==> src/rtl/cu_pkg.sv <==
// Shared encodings for the multi-cycle MIPS32 control unit: instruction
// fields, ALU operation codes, PC-source select codes and FSM states.
package cu_pkg;

  // Primary opcodes (instr[31:26])
  localparam logic [5:0] OP_RTYPE = 6'b000000;
  localparam logic [5:0] OP_ADDI  = 6'b001000;
  localparam logic [5:0] OP_ANDI  = 6'b001100;
  localparam logic [5:0] OP_ORI   = 6'b001101;
  localparam logic [5:0] OP_LW    = 6'b100011;
  localparam logic [5:0] OP_SW    = 6'b101011;
  localparam logic [5:0] OP_BEQ   = 6'b000100;
  localparam logic [5:0] OP_BNE   = 6'b000101;
  localparam logic [5:0] OP_J     = 6'b000010;

  // R-type function codes (instr[5:0])
  localparam logic [5:0] FN_ADD = 6'b100000;
  localparam logic [5:0] FN_SUB = 6'b100010;
  localparam logic [5:0] FN_AND = 6'b100100;
  localparam logic [5:0] FN_OR  = 6'b100101;
  localparam logic [5:0] FN_SLT = 6'b101010;

  // ALU operation codes
  localparam logic [2:0] ALU_ADD = 3'd0;
  localparam logic [2:0] ALU_SUB = 3'd1;
  localparam logic [2:0] ALU_AND = 3'd2;
  localparam logic [2:0] ALU_OR  = 3'd3;
  localparam logic [2:0] ALU_SLT = 3'd4;

  // PC source select
  localparam logic [1:0] MUXPC_SEQ    = 2'd0;  // PC+4
  localparam logic [1:0] MUXPC_BRANCH = 2'd1;  // PC+4+(simm<<2)
  localparam logic [1:0] MUXPC_JUMP   = 2'd2;  // dirPC

  typedef enum logic [2:0] {
    ST_FETCH  = 3'd0,
    ST_DECODE = 3'd1,
    ST_EXEC   = 3'd2,
    ST_MEM    = 3'd3,
    ST_WB     = 3'd4,
    ST_TRAP   = 3'd5
  } cuState_e;

  typedef enum logic [2:0] {
    CLS_ARITH = 3'd0,
    CLS_LOAD  = 3'd1,
    CLS_STORE = 3'd2,
    CLS_BEQ   = 3'd3,
    CLS_BNE   = 3'd4,
    CLS_JUMP  = 3'd5,
    CLS_NONE  = 3'd6
  } instrClass_e;

endpackage

==> src/rtl/cu_decoder.sv <==
// Purely combinational instruction decoder: classifies the instruction
// register contents and derives the ALU controls and write-back address.
module cu_decoder
  import cu_pkg::*;
#(
  parameter int DIR_SIZE_INTERNAL = 5,
  parameter int ALUOP_SIZE        = 3
) (
  input  logic [31:0]                  ir,
  output instrClass_e                  instrClass,
  output logic [ALUOP_SIZE-1:0]        aluOp,
  output logic                         aluSrc,
  output logic [DIR_SIZE_INTERNAL-1:0] dirWrite,
  output logic                         legal
);

  // rs and shamt are datapath concerns; the decoder never looks at them.
  logic unusedIr;
  assign unusedIr = ^{ir[25:21], ir[10:6]};

  // Opcode/funct table; anything not listed is reported as not legal.
  always_comb begin
    instrClass = CLS_NONE;
    aluOp      = ALUOP_SIZE'(ALU_ADD);
    aluSrc     = 1'b0;
    legal      = 1'b0;
    dirWrite   = DIR_SIZE_INTERNAL'(ir[20:16]);
    case (ir[31:26])
      OP_RTYPE: begin
        dirWrite   = DIR_SIZE_INTERNAL'(ir[15:11]);
        instrClass = CLS_ARITH;
        legal      = 1'b1;
        case (ir[5:0])
          FN_ADD:  aluOp = ALUOP_SIZE'(ALU_ADD);
          FN_SUB:  aluOp = ALUOP_SIZE'(ALU_SUB);
          FN_AND:  aluOp = ALUOP_SIZE'(ALU_AND);
          FN_OR:   aluOp = ALUOP_SIZE'(ALU_OR);
          FN_SLT:  aluOp = ALUOP_SIZE'(ALU_SLT);
          default: begin
            instrClass = CLS_NONE;
            legal      = 1'b0;
          end
        endcase
      end
      OP_ADDI: begin
        instrClass = CLS_ARITH;
        aluSrc     = 1'b1;
        legal      = 1'b1;
      end
      OP_ANDI: begin
        instrClass = CLS_ARITH;
        aluOp      = ALUOP_SIZE'(ALU_AND);
        aluSrc     = 1'b1;
        legal      = 1'b1;
      end
      OP_ORI: begin
        instrClass = CLS_ARITH;
        aluOp      = ALUOP_SIZE'(ALU_OR);
        aluSrc     = 1'b1;
        legal      = 1'b1;
      end
      OP_LW: begin
        instrClass = CLS_LOAD;
        aluSrc     = 1'b1;
        legal      = 1'b1;
      end
      OP_SW: begin
        instrClass = CLS_STORE;
        aluSrc     = 1'b1;
        legal      = 1'b1;
      end
      OP_BEQ: begin
        instrClass = CLS_BEQ;
        aluOp      = ALUOP_SIZE'(ALU_SUB);
        legal      = 1'b1;
      end
      OP_BNE: begin
        instrClass = CLS_BNE;
        aluOp      = ALUOP_SIZE'(ALU_SUB);
        legal      = 1'b1;
      end
      OP_J: begin
        instrClass = CLS_JUMP;
        legal      = 1'b1;
      end
      default: ;
    endcase
  end

endmodule

==> src/rtl/multicycle_control_unit.sv <==
// Multi-cycle MIPS32 control unit: FETCH/DECODE/EXEC/MEM/WB/TRAP sequencer
// that owns the instruction register and gates PC, register-file and
// memory enables.
//
// Handshakes: instrReq is held high for the whole FETCH state and the
// instruction is taken on the first rising edge where instrValid is also
// high; memRead/memWrite are held high for the whole MEM state and the
// access completes on the first rising edge where memReady is also high.
// instrValid outside FETCH and memReady outside MEM have no effect.
module multicycle_control_unit
  import cu_pkg::*;
#(
  parameter int BUS_SIZE          = 32,
  parameter int DIR_SIZE          = 32,
  parameter int DIR_SIZE_INTERNAL = 5,
  parameter int ALUOP_SIZE        = 3
) (
  input  logic                         clk,
  input  logic                         rst,
  input  logic [BUS_SIZE-1:0]          instr,
  input  logic                         instrValid,
  input  logic                         memReady,
  input  logic                         flagZ,
  input  logic                         flagN,
  input  logic                         flagC,
  output logic                         instrReq,
  output logic                         enPC,
  output logic [1:0]                   muxPC,
  output logic [DIR_SIZE-1:0]          dirPC,
  output logic [ALUOP_SIZE-1:0]        aluOp,
  output logic                         aluSrc,
  output logic                         memRead,
  output logic                         memWrite,
  output logic                         muxWB,
  output logic                         enWrite,
  output logic [DIR_SIZE_INTERNAL-1:0] dirWrite,
  output logic                         illegal,
  output logic [2:0]                   stateDbg
);

  cuState_e                     state;
  cuState_e                     nextState;
  logic [31:0]                  ir;
  instrClass_e                  instrClass;
  logic [ALUOP_SIZE-1:0]        decAluOp;
  logic                         decAluSrc;
  logic [DIR_SIZE_INTERNAL-1:0] decDirWrite;
  logic                         decLegal;

  // Upper instruction bits beyond the MIPS word and the N/C flags are not
  // needed by any instruction this unit sequences.
  logic unusedInputs;
  assign unusedInputs = ^{instr, flagN, flagC};

  assign stateDbg = state;

  cu_decoder #(
    .DIR_SIZE_INTERNAL(DIR_SIZE_INTERNAL),
    .ALUOP_SIZE       (ALUOP_SIZE)
  ) uDecoder (
    .ir        (ir),
    .instrClass(instrClass),
    .aluOp     (decAluOp),
    .aluSrc    (decAluSrc),
    .dirWrite  (decDirWrite),
    .legal     (decLegal)
  );

  // State register.
  always_ff @(posedge clk or negedge rst) begin
    if (!rst) state <= ST_FETCH;
    else      state <= nextState;
  end

  // Instruction register: loads only on an accepted fetch.
  always_ff @(posedge clk or negedge rst) begin
    if (!rst)                                 ir <= '0;
    else if (state == ST_FETCH && instrValid) ir <= instr[31:0];
  end

  // Next-state and Moore outputs; only the branch PC select looks at flagZ.
  always_comb begin
    nextState = state;
    instrReq  = 1'b0;
    enPC      = 1'b0;
    muxPC     = MUXPC_SEQ;
    dirPC     = DIR_SIZE'({ir[25:0], 2'b00});
    aluOp     = '0;
    aluSrc    = 1'b0;
    memRead   = 1'b0;
    memWrite  = 1'b0;
    muxWB     = 1'b0;
    enWrite   = 1'b0;
    dirWrite  = '0;
    illegal   = 1'b0;
    case (state)
      ST_FETCH: begin
        instrReq = 1'b1;
        if (instrValid) nextState = ST_DECODE;
      end
      ST_DECODE: begin
        aluOp     = decAluOp;
        aluSrc    = decAluSrc;
        dirWrite  = decDirWrite;
        nextState = decLegal ? ST_EXEC : ST_TRAP;
      end
      ST_EXEC: begin
        aluOp    = decAluOp;
        aluSrc   = decAluSrc;
        dirWrite = decDirWrite;
        case (instrClass)
          CLS_ARITH: nextState = ST_WB;
          CLS_LOAD, CLS_STORE: nextState = ST_MEM;
          CLS_BEQ: begin
            enPC      = 1'b1;
            muxPC     = flagZ ? MUXPC_BRANCH : MUXPC_SEQ;
            nextState = ST_FETCH;
          end
          CLS_BNE: begin
            enPC      = 1'b1;
            muxPC     = flagZ ? MUXPC_SEQ : MUXPC_BRANCH;
            nextState = ST_FETCH;
          end
          CLS_JUMP: begin
            enPC      = 1'b1;
            muxPC     = MUXPC_JUMP;
            nextState = ST_FETCH;
          end
          default: nextState = ST_TRAP;
        endcase
      end
      ST_MEM: begin
        aluOp    = decAluOp;
        aluSrc   = decAluSrc;
        dirWrite = decDirWrite;
        memRead  = (instrClass == CLS_LOAD);
        memWrite = (instrClass == CLS_STORE);
        if (memReady) begin
          if (instrClass == CLS_LOAD) begin
            nextState = ST_WB;
          end else begin
            enPC      = 1'b1;
            nextState = ST_FETCH;
          end
        end
      end
      ST_WB: begin
        aluOp     = decAluOp;
        aluSrc    = decAluSrc;
        dirWrite  = decDirWrite;
        enWrite   = (decDirWrite != '0);
        muxWB     = (instrClass == CLS_LOAD);
        enPC      = 1'b1;
        nextState = ST_FETCH;
      end
      ST_TRAP: begin
        illegal = 1'b1;
      end
      default: nextState = ST_TRAP;
    endcase
    // Reset forces every output low at once, even in the middle of an access.
    if (!rst) begin
      instrReq = 1'b0;
      enPC     = 1'b0;
      muxPC    = MUXPC_SEQ;
      dirPC    = '0;
      aluOp    = '0;
      aluSrc   = 1'b0;
      memRead  = 1'b0;
      memWrite = 1'b0;
      muxWB    = 1'b0;
      enWrite  = 1'b0;
      dirWrite = '0;
      illegal  = 1'b0;
    end
  end

endmodule

==> config.mk <==
export PLATFORM = sky130hd
export DESIGN_NAME = multicycle_control_unit
export DESIGN_NICKNAME = d
export VERILOG_FILES = /design/src/rtl/cu_pkg.sv /design/src/rtl/cu_decoder.sv /design/src/rtl/multicycle_control_unit.sv
export SDC_FILE = /design/constraint.sdc
export NUM_CORES = 1
export LEC_CHECK = 0
export BUFFER_PORTS_ARGS = -buffer_cell sky130_fd_sc_hd__buf_2
export CAP_MARGIN = 0
export CORE_UTILIZATION = 47
export DETAILED_ROUTE_END_ITERATION = 10
export PLACE_DENSITY_LB_ADDON = 0.3
export SYNTH_ARGS = -nofsm -noshare
export SYNTH_HDL_FRONTEND = slang
export SYNTH_SLANG_ARGS = --single-unit
==> constraint.sdc <==
create_clock -name clk -period 2.7 [get_ports clk]
set_input_delay 0.405 -clock clk [delete_from_list [all_inputs] [get_ports clk]]
set_output_delay 0.405 -clock clk [all_outputs]
set_load 0.05 [all_outputs]
# Yosys cells after proc, flatten, opt, wreduce, memory -nomap -nowiden
# Index checks and enable logic that the tools add are counted.
[totals]
register_bits = 35
inputBits = 39
out_inout_bits = 53
elab_cells = 85
[classes]
eq_ne = 25
muxes = 43
n_bitwise = 1
reduce_logical = 14
[op_table]
columns = ["op", "n"]
rows = [
  ["equality test 6 bit, second input constant", 7],
  ["2-to-1 mux 28 bit", 1],
  ["case mux 3 bit (4 select lines)", 2],
  ["2-to-1 mux 1 bit", 22],
  ["2-to-1 mux 3 bit", 7],
  ["case mux 3 bit (7 select lines)", 1],
  ["equality test 6 x 4 -> 1 bit, second input constant", 3],
  ["case mux 3 bit (6 select lines)", 1],
  ["2-to-1 mux 5 bit", 3],
  ["equality test 3 x 2 -> 1 bit, second input constant", 4],
  ["equality test 3 bit, second input constant", 4],
  ["equality test 6 x 3 -> 1 bit, second input constant", 2],
  ["OR reduction 5 bit", 2],
  ["case mux 3 bit (3 select lines)", 1],
  ["OR reduction 8 bit", 1],
  ["equality test 3 x 1 -> 1 bit, second input constant", 2],
  ["equality test 6 x 2 -> 1 bit, second input constant", 1],
  ["zero test 3 bit", 2],
  ["zero test 6 bit", 1],
  ["case mux 2 bit (3 select lines)", 1],
  ["OR reduction 3 bit", 2],
  ["nonzero test 5 bit", 1],
  ["2-to-1 mux 2 bit", 2],
  ["inequality test 2 bit, second input constant", 2],
  ["7 further kinds", 8],
]

# Depth between registers and ports, before layout
# Gate-level depths: netlist of the first run.
[logic_depth]
depth_word = 9
depth_mapped = 7
ltp_nobuf = 5

# Cells and area by module
# A second synthesis of the first run with hierarchy kept.
[unflattened]
cells_unflattened = 221
area_unflattened_um2 = 2250.9
[modules_own_cells]
columns = ["mod", "instances", "cells_per_inst", "area_each_um2"]
rows = [
  ["multicycle_control_unit", 1, 169, 1900.6],
  ["cu_decoder", 1, 52, 350.3],
]

# Worst setup path after synthesis of the first run
# OpenSTA, ideal clock, no wires.
[synth_timing]
kind = "reg-to-output"
start = "reg state[0], in the netlist stateDbg[0]"
end = "out aluOp[2]"
arrival_time_ns = 2.967
t_required_ns = 2.295
path_slack_ns = -0.672
path_stages_with_launch = 6
path_cell_list = "dfrtp_1 -> or2_2 -> clkbuf_1 -> xor2_1 -> nand2_1 -> nor4_1"
[synth_via]
elab_chain_cells = 4
elab_cells_between_ends = 7
[synth_rtl]
columns = ["item", "line", "text"]
rows = [
  ["start, declared", "multicycle_control_unit.sv:41", "cuState_e state;"],
  ["start signal, assigned", "multicycle_control_unit.sv:72", "else state <= nextState;"],
  ["equality test 3 x 2 -> 1 bit (tied with other cells)", "multicycle_control_unit.sv:96", "case (state)"],
  ["OR reduction 4 bit (no source line) (*)", "-", ""],
  ["2-to-1 mux 3 bit (*)", "multicycle_control_unit.sv:96", ""],
  ["2-to-1 mux 3 bit (*)", "multicycle_control_unit.sv:162", "if (!rst) begin"],
  ["end, declared", "multicycle_control_unit.sv:30", "output logic [ALUOP_SIZE-1:0] aluOp,"],
]
# Every way passes the cells marked *; elsewhere a longest branch is shown, timed or not.

# Final worst setup path of the first run
[layout_timing]
start = "reg ir[31]"
end = "out enWrite"
[layout_via]
elab_chain_cells = 5
[layout_rtl]
columns = ["item", "line", "text"]
rows = [
  ["start, declared", "multicycle_control_unit.sv:43", "logic [31:0] ir;"],
  ["start signal, assigned", "multicycle_control_unit.sv:78", "else if (state == ST_FETCH && instrValid) ir <= instr[31:0];"],
  ["zero test 6 bit", "cu_decoder.sv:28", "case (ir[31:26])"],
  ["2-to-1 mux 5 bit", "cu_decoder.sv:28", ""],
  ["nonzero test 5 bit", "multicycle_control_unit.sv:151", "enWrite = (decDirWrite != '0);"],
  ["2-to-1 mux 1 bit", "multicycle_control_unit.sv:96", ""],
  ["2-to-1 mux 1 bit", "multicycle_control_unit.sv:162", ""],
  ["end, declared", "multicycle_control_unit.sv:35", "output logic enWrite,"],
]
# No other way between the ends.

==> results of run 1 <==
==> kinds of logic after synthesis <==
family,Yosys count,share of synthesized area (%)
and+or+nand+nor,92,24.55
DFF,35,42.22
muxes,31,16.71
AOI/OAI and AO/OA,29,9.590
buffers and inverters,22,5.910
xor gates and xnor gates,2,0.8445
other,1,0.1808
==> placed cells by master (no fill, tap or decap), drive strengths merged, types with 3 or more instances in the layout <==
cell    Yosys  layout
nor3        8       8
a21oi       9       9
buf        10      89
o21ai       7       7
nand2      18      18
nand2b      8       8
inv         4       4
conb        1       6
mux2       29      29
or4         3       3
nand3       3       3
dfrtp      35      35
nor4        5       5
nor2       13      13
and2       26      26
clkbuf      8      10
==> final timing paths <==
check                      depth (start not counted)      from          end
setup / recovery                                   4    ir[31]      enWrite
hold / removal                                     3  instr[3]        ir[3]
setup reg to reg                                   5    ir[31]  stateDbg[2]
hold reg to reg                                    1     ir[6]        ir[6]
max in group asynchronous                          3       rst       ir[11]
min in group asynchronous                          2       rst  stateDbg[2]
==> per-layer routing <==
layer / track usage (%) / wire [µm]
met1: 26.79 / 2091
met3: 6.333 / 357
met4: 6.250 / 44
met2: 33.70 / 2103
met5: 0 / 0
==> metrics by stage <==
step	utilization (%)	instance area [µm²]	cells	TNS, ns
3_3_place_gp	62.24	2561	340	0
6_report	65.86	2710	349	0
2_1_floorplan	-	2111	217	-0.7878
5_1_grt	65.86	2710	349	0
4_1_cts	65.16	2681	349	0
3_5_place_dp	62.24	2561	340	0
==> power groups by stage <==
stage                     Clock [µW]  Sequential [µW]  Combinational (µW)
after floorplan                    0             1050                1460
after global placement             0             1050                1850
after detailed placement           0             1060                1860
after CTS                        423             1050                1880
after global routing             448             1110                2030
final                            412             1060                1890
==> timing repair <==
| action | in CTS | in global routing |
|---|---|---|
| hold buffers | 1 | 0 |
| pin swaps | 0 | 0 |
| endpoints found under the hold margin | 2 | 0 |
| setup endpoints to repair | 3 | 6 |
| resized for setup | 3 | 9 |
==> worst min-delay path: cells and delay by family <==
family | cells | cell delay, ns
buffers and inverters | 1 | 0.08
AO/OA/AOI/OAI | 1 | 0.06
AND/OR/NAND/NOR | 1 | 0.03
==> flip-flops by register name (all words and copies together) (netlist names) <==
name      cells
stateDbg      3
ir           32
==> cell type report <==
class,count,share of cell area [%]
multi-input cells,160,42.20
flip-flops and latches,35,32.41
repair buffers,92,18.84
clock buffers,8,3.693
well taps,50,2.308
inverters,4,0.5540
==> metrics.txt, run 1 <==
status complete, no violations; wire per inst 13.17 µm; CP max FO 9; clk buf depth 2; via count 1,783; FF-to-FF setup slack 0.49 ns; first-pass GRT wire length 7203 µm; # Post-CTS Setup Buffers 0; total chip power 3360 µW; post-layout min period 2.621 ns; Hold WS 0.3288 ns; IO buf count 83; hold crit path type input port to flop; CTS Buf Count 5; most frequent cell after synthesis dfrtp_1; CP Buf/Inv Count 1; gr usage total 20.90%; 1st-iter DRT viols 94; Sequential Area 878.3 µm²; die area 4683 µm²; cells after synthesis 212; Synth area leader dfrtp_1; Async SR Flop Fraction 100.0%; largest net degree at the start of global routing 35; # fillers 359; Synth Cell Area 2074 µm²; H-tree levels 2; Seq cells post-synth 35; Seq/Total Area, Yosys 42.22%; Setup Viol. Count Final 0; vias per inst 5.109; Synth top area share 42.22%; max-slew violations 0; combinational share of power 56.2%; RSZ-0062 raised after global routing false; Pwr per Cell Area 1240 nW/µm²; Hold Fails Final Rpt 0; Ys Warns 0; Max Clock Freq 381.6 MHz; layout cell share with drive strength beyond 1 48.49%; Die H 68.44 µm; diode count 0; DIE WIDTH 68.44 µm; Cell variety after synth 42; gr ovfl total 0; Final nets 337; root buf cell clkbuf_8; # DRC 0; slack of the critical path 0.07950 ns; Critical-path top delay cell or4_4; Net Sw Power 1658 µW; initial antenna violation count 0; Main synth FF type dfrtp_1; Sink Count 35; Post-Place Setup Slack 0.1867 ns; area delta synth->final 30.64%; commonest cells in the netlist dfrtp_1, mux2_2, and2_1, nand2_1, nor2_1; WS Path Type flop to primary output; Post-synth EDFFs 0; num ports 92; Clock Skews 0.004786 ns; clock share of power 12.3%; CTS tree built; antenna-violating nets left 0; CP Data Required Time 2.30 ns; CP endpoint kind primary output; Post-DP HPWL 3421 µm; CP peak stage delay 0.57 ns; Pleak 0.001298 µW; switch share 49.34%; GPL Wtd Cong 0.8371; CP Launch Type flop; Starting Density 50.41%; Tcrit/Tclk final 97.06%; Seq pwr share 31.6%; Rows 23; clk_lat worst skew 0.28 ns; clock-pin slew on the worst setup and hold paths 0.07 ns; delay-heaviest family, CP simple AND/OR/NAND/NOR gates; Pint 1702 µW; VDD IR-drop max 0.7573 mV; Synth area leaders dfrtp_1, mux2_2, and2_1, nand2_1, nand2b_1; Core ar. 4115 µm²; CP Cell Sequence or4_4 -> or3_4 -> a211oi_2 -> clkbuf_4; Max-Cap Viols 0; final wirelength 4596 µm; Syn Area/Cell 9.785 µm²; area of the multi-input gates 1144 µm²; crit path DAT 2.22 ns; DR pass1 iterations 4; vias in the first global route 1,628
Note: power is estimated with default switching activity, not from simulation.
==> run 2: changes to the inputs <==
--- a/config.mk
+++ b/config.mk
@@ -9,7 +9,7 @@
 export CAP_MARGIN = 0
 export CORE_UTILIZATION = 47
 export DETAILED_ROUTE_END_ITERATION = 10
-export PLACE_DENSITY_LB_ADDON = 0.3
+export PLACE_DENSITY_LB_ADDON = 0.15
 export SYNTH_ARGS = -nofsm -noshare
 export SYNTH_HDL_FRONTEND = slang
 export SYNTH_SLANG_ARGS = --single-unit
==> run 2 against run 1 <==
Against the previous run: count of clock-buffer cells in the layout fell by 3; worst setup slack got worse by 0.0018 ns; die area is the same; final cell count fell by 0.29%; critical endpoint unchanged; worst hold slack got worse by 0.0069 ns; clock skew up 0.0011 ns; combinational power barely moved; sequential power hardly changed; power rose by 4.0%.
==> metrics.txt, run 2 (synthesized netlist as in run 1, its figures left out) <==
CTS tree built; Setup TNS 0 ns (unchanged); post-layout min period 2.622 ns (+0.001844 ns); vias in the first global route 1,531 (-6.0%); Post-DP HPWL 3363 µm (-1.7%); most common cell after layout, fill and taps aside buf_2; H-tree levels 2 (unchanged); hold_sp instr[5]; slack of the critical path 0.07765 ns (-0.001844 ns); clk_lat worst skew 0.29 ns (about the same); # DRC 0 (unchanged); Final Util 66.04% (+0.18 points); commonest non-fill, non-tap cells in the layout buf_2, dfrtp_1, mux2_2; status complete, no violations; Post-Place Setup Slack 0.2042 ns (+0.01755 ns); clk buf depth 2 (unchanged); IO buf count 83 (unchanged); Slew @ Worst Pin 0.5789 ns; Die H 68.44 µm (unchanged); Core ar. 4115 µm² (unchanged); CP max FO 9 (unchanged); area of the multi-input gates 1144 µm² (unchanged); die area 4683 µm² (unchanged); DIE WIDTH 68.44 µm (unchanged); Max-Cap Viols 0 (unchanged); diode count 0 (unchanged); Biggest register ir; DR pass1 iterations 4 (unchanged); CTS Buf Count 5 (unchanged); Setup Viol. Count Final 0 (unchanged); max-slew violations 0 (unchanged); final wirelength 4706 µm (+2.4%); largest net degree at the start of global routing 60 (+71%); CP endpoint kind primary output; via count 1,808 (+1.4%); Final nets 336 (-0.30%); 1st-iter DRT viols 163 (+73%); start point of the critical path ir[30]; initial antenna violation count 0 (unchanged); area delta synth->final 31.00%; Hold WS 0.3219 ns (-0.006918 ns); first-pass GRT wire length 7065 µm (-1.9%); gr usage total 20.53% (-0.37 points); antenna-violating nets left 0 (unchanged); Sink Count 35 (unchanged); crit path DAT 2.22 ns (about the same); Crit Reg-Reg Startpoint ir[30]; Rows 23 (unchanged); Tcrit/Tclk final 97.12% (about the same); CP Launch Type flop; Slew headroom 61.41%; Starting Density 50.41% (unchanged); hold crit path type input port to flop; RSZ-0062 raised after global routing false; wire per inst 13.52 µm (+2.7%); clock-pin slew on the worst setup and hold paths 0.08 ns (about the same); GPL Wtd Cong 0.7968 (-4.8%); gr ovfl total 0 (unchanged); max reg flops 32 (unchanged); Hold Fails Final Rpt 0 (unchanged); WS Path Type flop to primary output; Sequential Area 877.1 µm² (-0.14%); FF-to-FF setup slack 0.50 ns (about the same); layout cell share with drive strength beyond 1 48.32% (-0.17 points); Max Clock Freq 381.3 MHz (about the same); # fillers 331 (-7.8%); Clock Skews 0.005863 ns (+0.001077 ns); CP Data Required Time 2.30 ns (about the same); num ports 92 (unchanged); root buf cell clkbuf_8; Pleak 0.001304 µW (+0.48%); VDD IR-drop max 0.6160 mV (-19%); Pwr per Cell Area 1286 nW/µm² (+3.7%); vias per inst 5.195 (+1.7%)
-- run 2: cell count changes in the layout (fill, tap and decap cells not counted) --
cell,before,now
buf_12,1,0
buf_2,78,81
buf_4,10,8
bufinv_16,0,2
clkbuf_1,1,0
clkbuf_4,2,1
clkbuf_8,7,5
clkinvlp_4,0,1
dfrtp_1,33,34
dfrtp_2,2,1
-- run 2: final timing paths --
| check | endpoint | depth (start not counted) |
|---|---|---|
| worst min-delay path | ir[5] | 3 |
| min in group asynchronous | stateDbg[1] | 2 |
| max in group asynchronous | ir[30] | 3 |
| worst min register to register | ir[21] | 1 |
| worst max-delay path | enWrite | 4 |
| worst max register to register | stateDbg[2] | 5 |
-- run 2: metal layers --
layer / part of all wire, % / track usage (%) / vias to the layer above / wire length (µm)
met5: 0 / 0 / - / 0
li1: - / - / 898 / -
met2: 47 / 31.62 / 62 / 2208
met3: 5.7 / 5.167 / 2 / 268
met4: 0.36 / 5.469 / 0 / 17
met1: 47 / 28.48 / 846 / 2213
-- run 2: metrics by stage --
step / power (µW) / area (µm²) / cells
2_1_floorplan: 2507 / 2111 / 217
3_3_place_gp: 2888 / 2541 / 339
3_5_place_dp: 2916 / 2541 / 339
4_1_cts: 3489 / 2693 / 348
5_1_grt: 3726 / 2718 / 348
6_report: 3495 / 2718 / 348
-- run 2: final cells by class --
type,instances,share of cell area [%]
inverters,4,0.5525
clock buffers,5,2.532
multi-input cells,160,42.08
repair buffers,91,17.77
flip-flops and latches,35,32.27
well taps,50,2.302
clock inverters,3,2.486
-- run 2: timing repair --
| item | 4_1_cts | 5_1_grt |
|---|---|---|
| resized for setup | 1 | 7 |
| setup buffers | 0 | 0 |
| hold buffers | 1 | 0 |
| setup endpoints to repair | 2 | 8 |
| hold endpoints to repair | 2 | 0 |
-- run 2: worst max-delay path, cell delays in order (launching register included) --
cell      delay, ns
dfrtp_2        0.46
or4_4          0.54
or3_4          0.43
a211oi_2       0.21
buf_2          0.29
-- run 2: power breakdown --
group	internal [µW]	switching, µW
registers	791	271
clock network	368	194
logic	659	1210
==> run 3: changes to the inputs <==
--- a/config.mk
+++ b/config.mk
@@ -9,7 +9,7 @@
 export CAP_MARGIN = 0
 export CORE_UTILIZATION = 47
 export DETAILED_ROUTE_END_ITERATION = 10
-export PLACE_DENSITY_LB_ADDON = 0.15
+export PLACE_DENSITY = 0.91
 export SYNTH_ARGS = -nofsm -noshare
 export SYNTH_HDL_FRONTEND = slang
 export SYNTH_SLANG_ARGS = --single-unit
==> run 3 against run 2 <==
Against the previous run: power shrank 2.7%; flip-flop and latch count is the same; register-to-register slack gained 0.05 ns; maximum frequency grew 1.3%; worst setup slack gained 0.032 ns; wire length shrank 3.4%; core utilization shrank 0.21 points; global-route usage shrank 0.25 points; clock power shrank 17%; sequential share of layout area grew 0.058 points; combinational power is essentially flat; count of clock-buffer cells in the layout is the same; critical path type unchanged; largest cell class unchanged.
==> metrics.txt, run 3 (synthesized netlist as in run 1, its figures left out) <==
status complete, no violations; root buf cell clkbuf_8; Max-Cap Viols 0 (unchanged); total chip power 3400 µW (-2.7%); area of the multi-input gates 1135 µm² (-0.77%); clock-pin slew on the worst setup and hold paths 0.08 ns (about the same); design area 2709 µm² (-0.32%); CTS Buf Count 5 (unchanged); commonest non-fill, non-tap cells in the layout buf_2, dfrtp_1, mux2_2; Setup TNS 0 ns (unchanged); die area 4683 µm² (unchanged); Hold Fails Final Rpt 0 (unchanged); Non-Filler Instances 350 (+0.57%); most common cell after layout, fill and taps aside buf_2; DR pass1 iterations 4 (unchanged); CP Buf/Inv Count 1 (unchanged); area post-placement 2569 µm² (+1.1%); area delta synth->final 30.58%; first-pass GRT wire length 7044 µm (-0.30%); 1st-iter DRT viols 99 (-39%); hold crit path type input port to flop; Clock Skews 0.005311 ns (-0.0005521 ns); Max Clock Freq 386.1 MHz (+1.3%); placed cells 341 (+0.59%); Setup Viol. Count Final 0 (unchanged); RSZ-0062 raised after global routing false; final wirelength 4544 µm (-3.4%); gr ovfl total 0 (unchanged); vias in the first global route 1,611 (+5.2%); initial antenna violation count 0 (unchanged); gr usage total 20.27% (-0.25 points); Core ar. 4115 µm² (unchanged); CP endpoint kind primary output; via count 1,783 (-1.4%); Starting Density 50.41% (unchanged); Post-DP HPWL 3490 µm (+3.8%); Post-Place Setup Slack 0.2554 ns (+0.05120 ns); CP max FO 9 (unchanged); CTS tree built; CP Cell Sequence or4_4 -> or3_4 -> nor4_2 -> buf_2; slack of the critical path 0.1101 ns (+0.03245 ns); delay-heaviest family, CP simple AND/OR/NAND/NOR gates; wire per inst 12.98 µm (-4.0%); # DRC 0 (unchanged); layout cell share with drive strength beyond 1 48.33% (about the same); post-layout min period 2.590 ns (-0.03245 ns); Critical-path top delay cell or4_4; IO buf count 83 (unchanged); crit path DAT 2.18 ns (-0.04 ns); Tcrit/Tclk final 95.92% (-1.2 points); VDD IR-drop max 0.7643 mV (+24%); GPL Wtd Cong 0.8382 (+5.2%); clk buf depth 2 (unchanged); vias per inst 5.094 (-1.9%); Die H 68.44 µm (unchanged); largest net degree at the start of global routing 35 (-42%); CP peak stage delay 0.57 ns (+0.03 ns); CP Data Required Time 2.30 ns (about the same); Final nets 338 (+0.60%); Sink Count 35 (unchanged); num ports 92 (unchanged); H-tree levels 2 (unchanged); Pwr per Cell Area 1255 nW/µm² (-2.4%); WS Path Type flop to primary output; # Post-CTS Setup Buffers 0 (unchanged); Pleak 0.001305 µW (about the same); clk_lat worst skew 0.29 ns (about the same); DIE WIDTH 68.44 µm (unchanged); antenna-violating nets left 0 (unchanged); Sequential Area 875.8 µm² (-0.14%); max reg flops 32 (unchanged); CP Launch Type flop; Rows 23 (unchanged); # fillers 337 (+1.8%); diode count 0 (unchanged); Biggest register ir; max-slew violations 0 (unchanged)
-- run 3: worst min-delay path, delay by kind of cell --
family / cells / cell delay, ns
AO/OA/AOI/OAI: 1 / 0.06
AND/OR/NAND/NOR: 1 / 0.03
buffers and inverters: 1 / 0.08
-- run 3: cell type report --
class	count	share of cell area [%]
sequential	35	32.33
timing repair buffer	93	18.75
inverter	4	0.5543
clock buffer	5	2.540
multi-input combinational	160	41.89
clock inverter	3	1.617
tap	50	2.309
-- run 3: final timing paths --
kind,end,startpoint,depth (start not counted),slack (ns)
max,aluOp[2],ir[31],4,0.11
min,ir[5],instr[5],3,0.32
max reg2reg,stateDbg[2],ir[31],5,0.55
min reg2reg,ir[22],ir[22],1,0.50
max in group asynchronous,ir[17],rst,3,1.73
min in group asynchronous,ir[31],rst,2,0.46
-- run 3: timing repair --
item / 4_1_cts / 5_1_grt
resized for setup: 1 / 3
hold endpoints to repair: 2 / 0
setup endpoints to repair: 2 / 1
gates cloned: 0 / 0
hold buffers: 1 / 0
-- run 3: per-layer routing --
layer	global-route usage, %	part of all wire, %	vias up	routed length (µm)
li1	-	-	899	-
met1	24.45	44	817	1987
met2	34.80	49	62	2232
met3	4.833	6.1	5	277
met4	7.292	1.0	0	46
met5	0	0	-	0
-- run 3: through the flow --
| stage | utilization, % | hold slack [ns] |
|---|---|---|
| 5_1_grt | 65.83 | 0.3345 |
| 3_5_place_dp | 62.42 | 0.2258 |
| 2_1_floorplan | - | 0.1094 |
| 6_report | 65.83 | 0.3211 |
| 4_1_cts | 65.52 | 0.3117 |
| 3_3_place_gp | 62.42 | 0.2264 |
-- run 3: report_power, final --
| part | total, µW | switching [µW] | internal (µW) |
|---|---|---|---|
| Sequential | 1050 | 258 | 790 |
| Clock | 467 | 192 | 275 |
| Combinational | 1890 | 1210 | 676 |
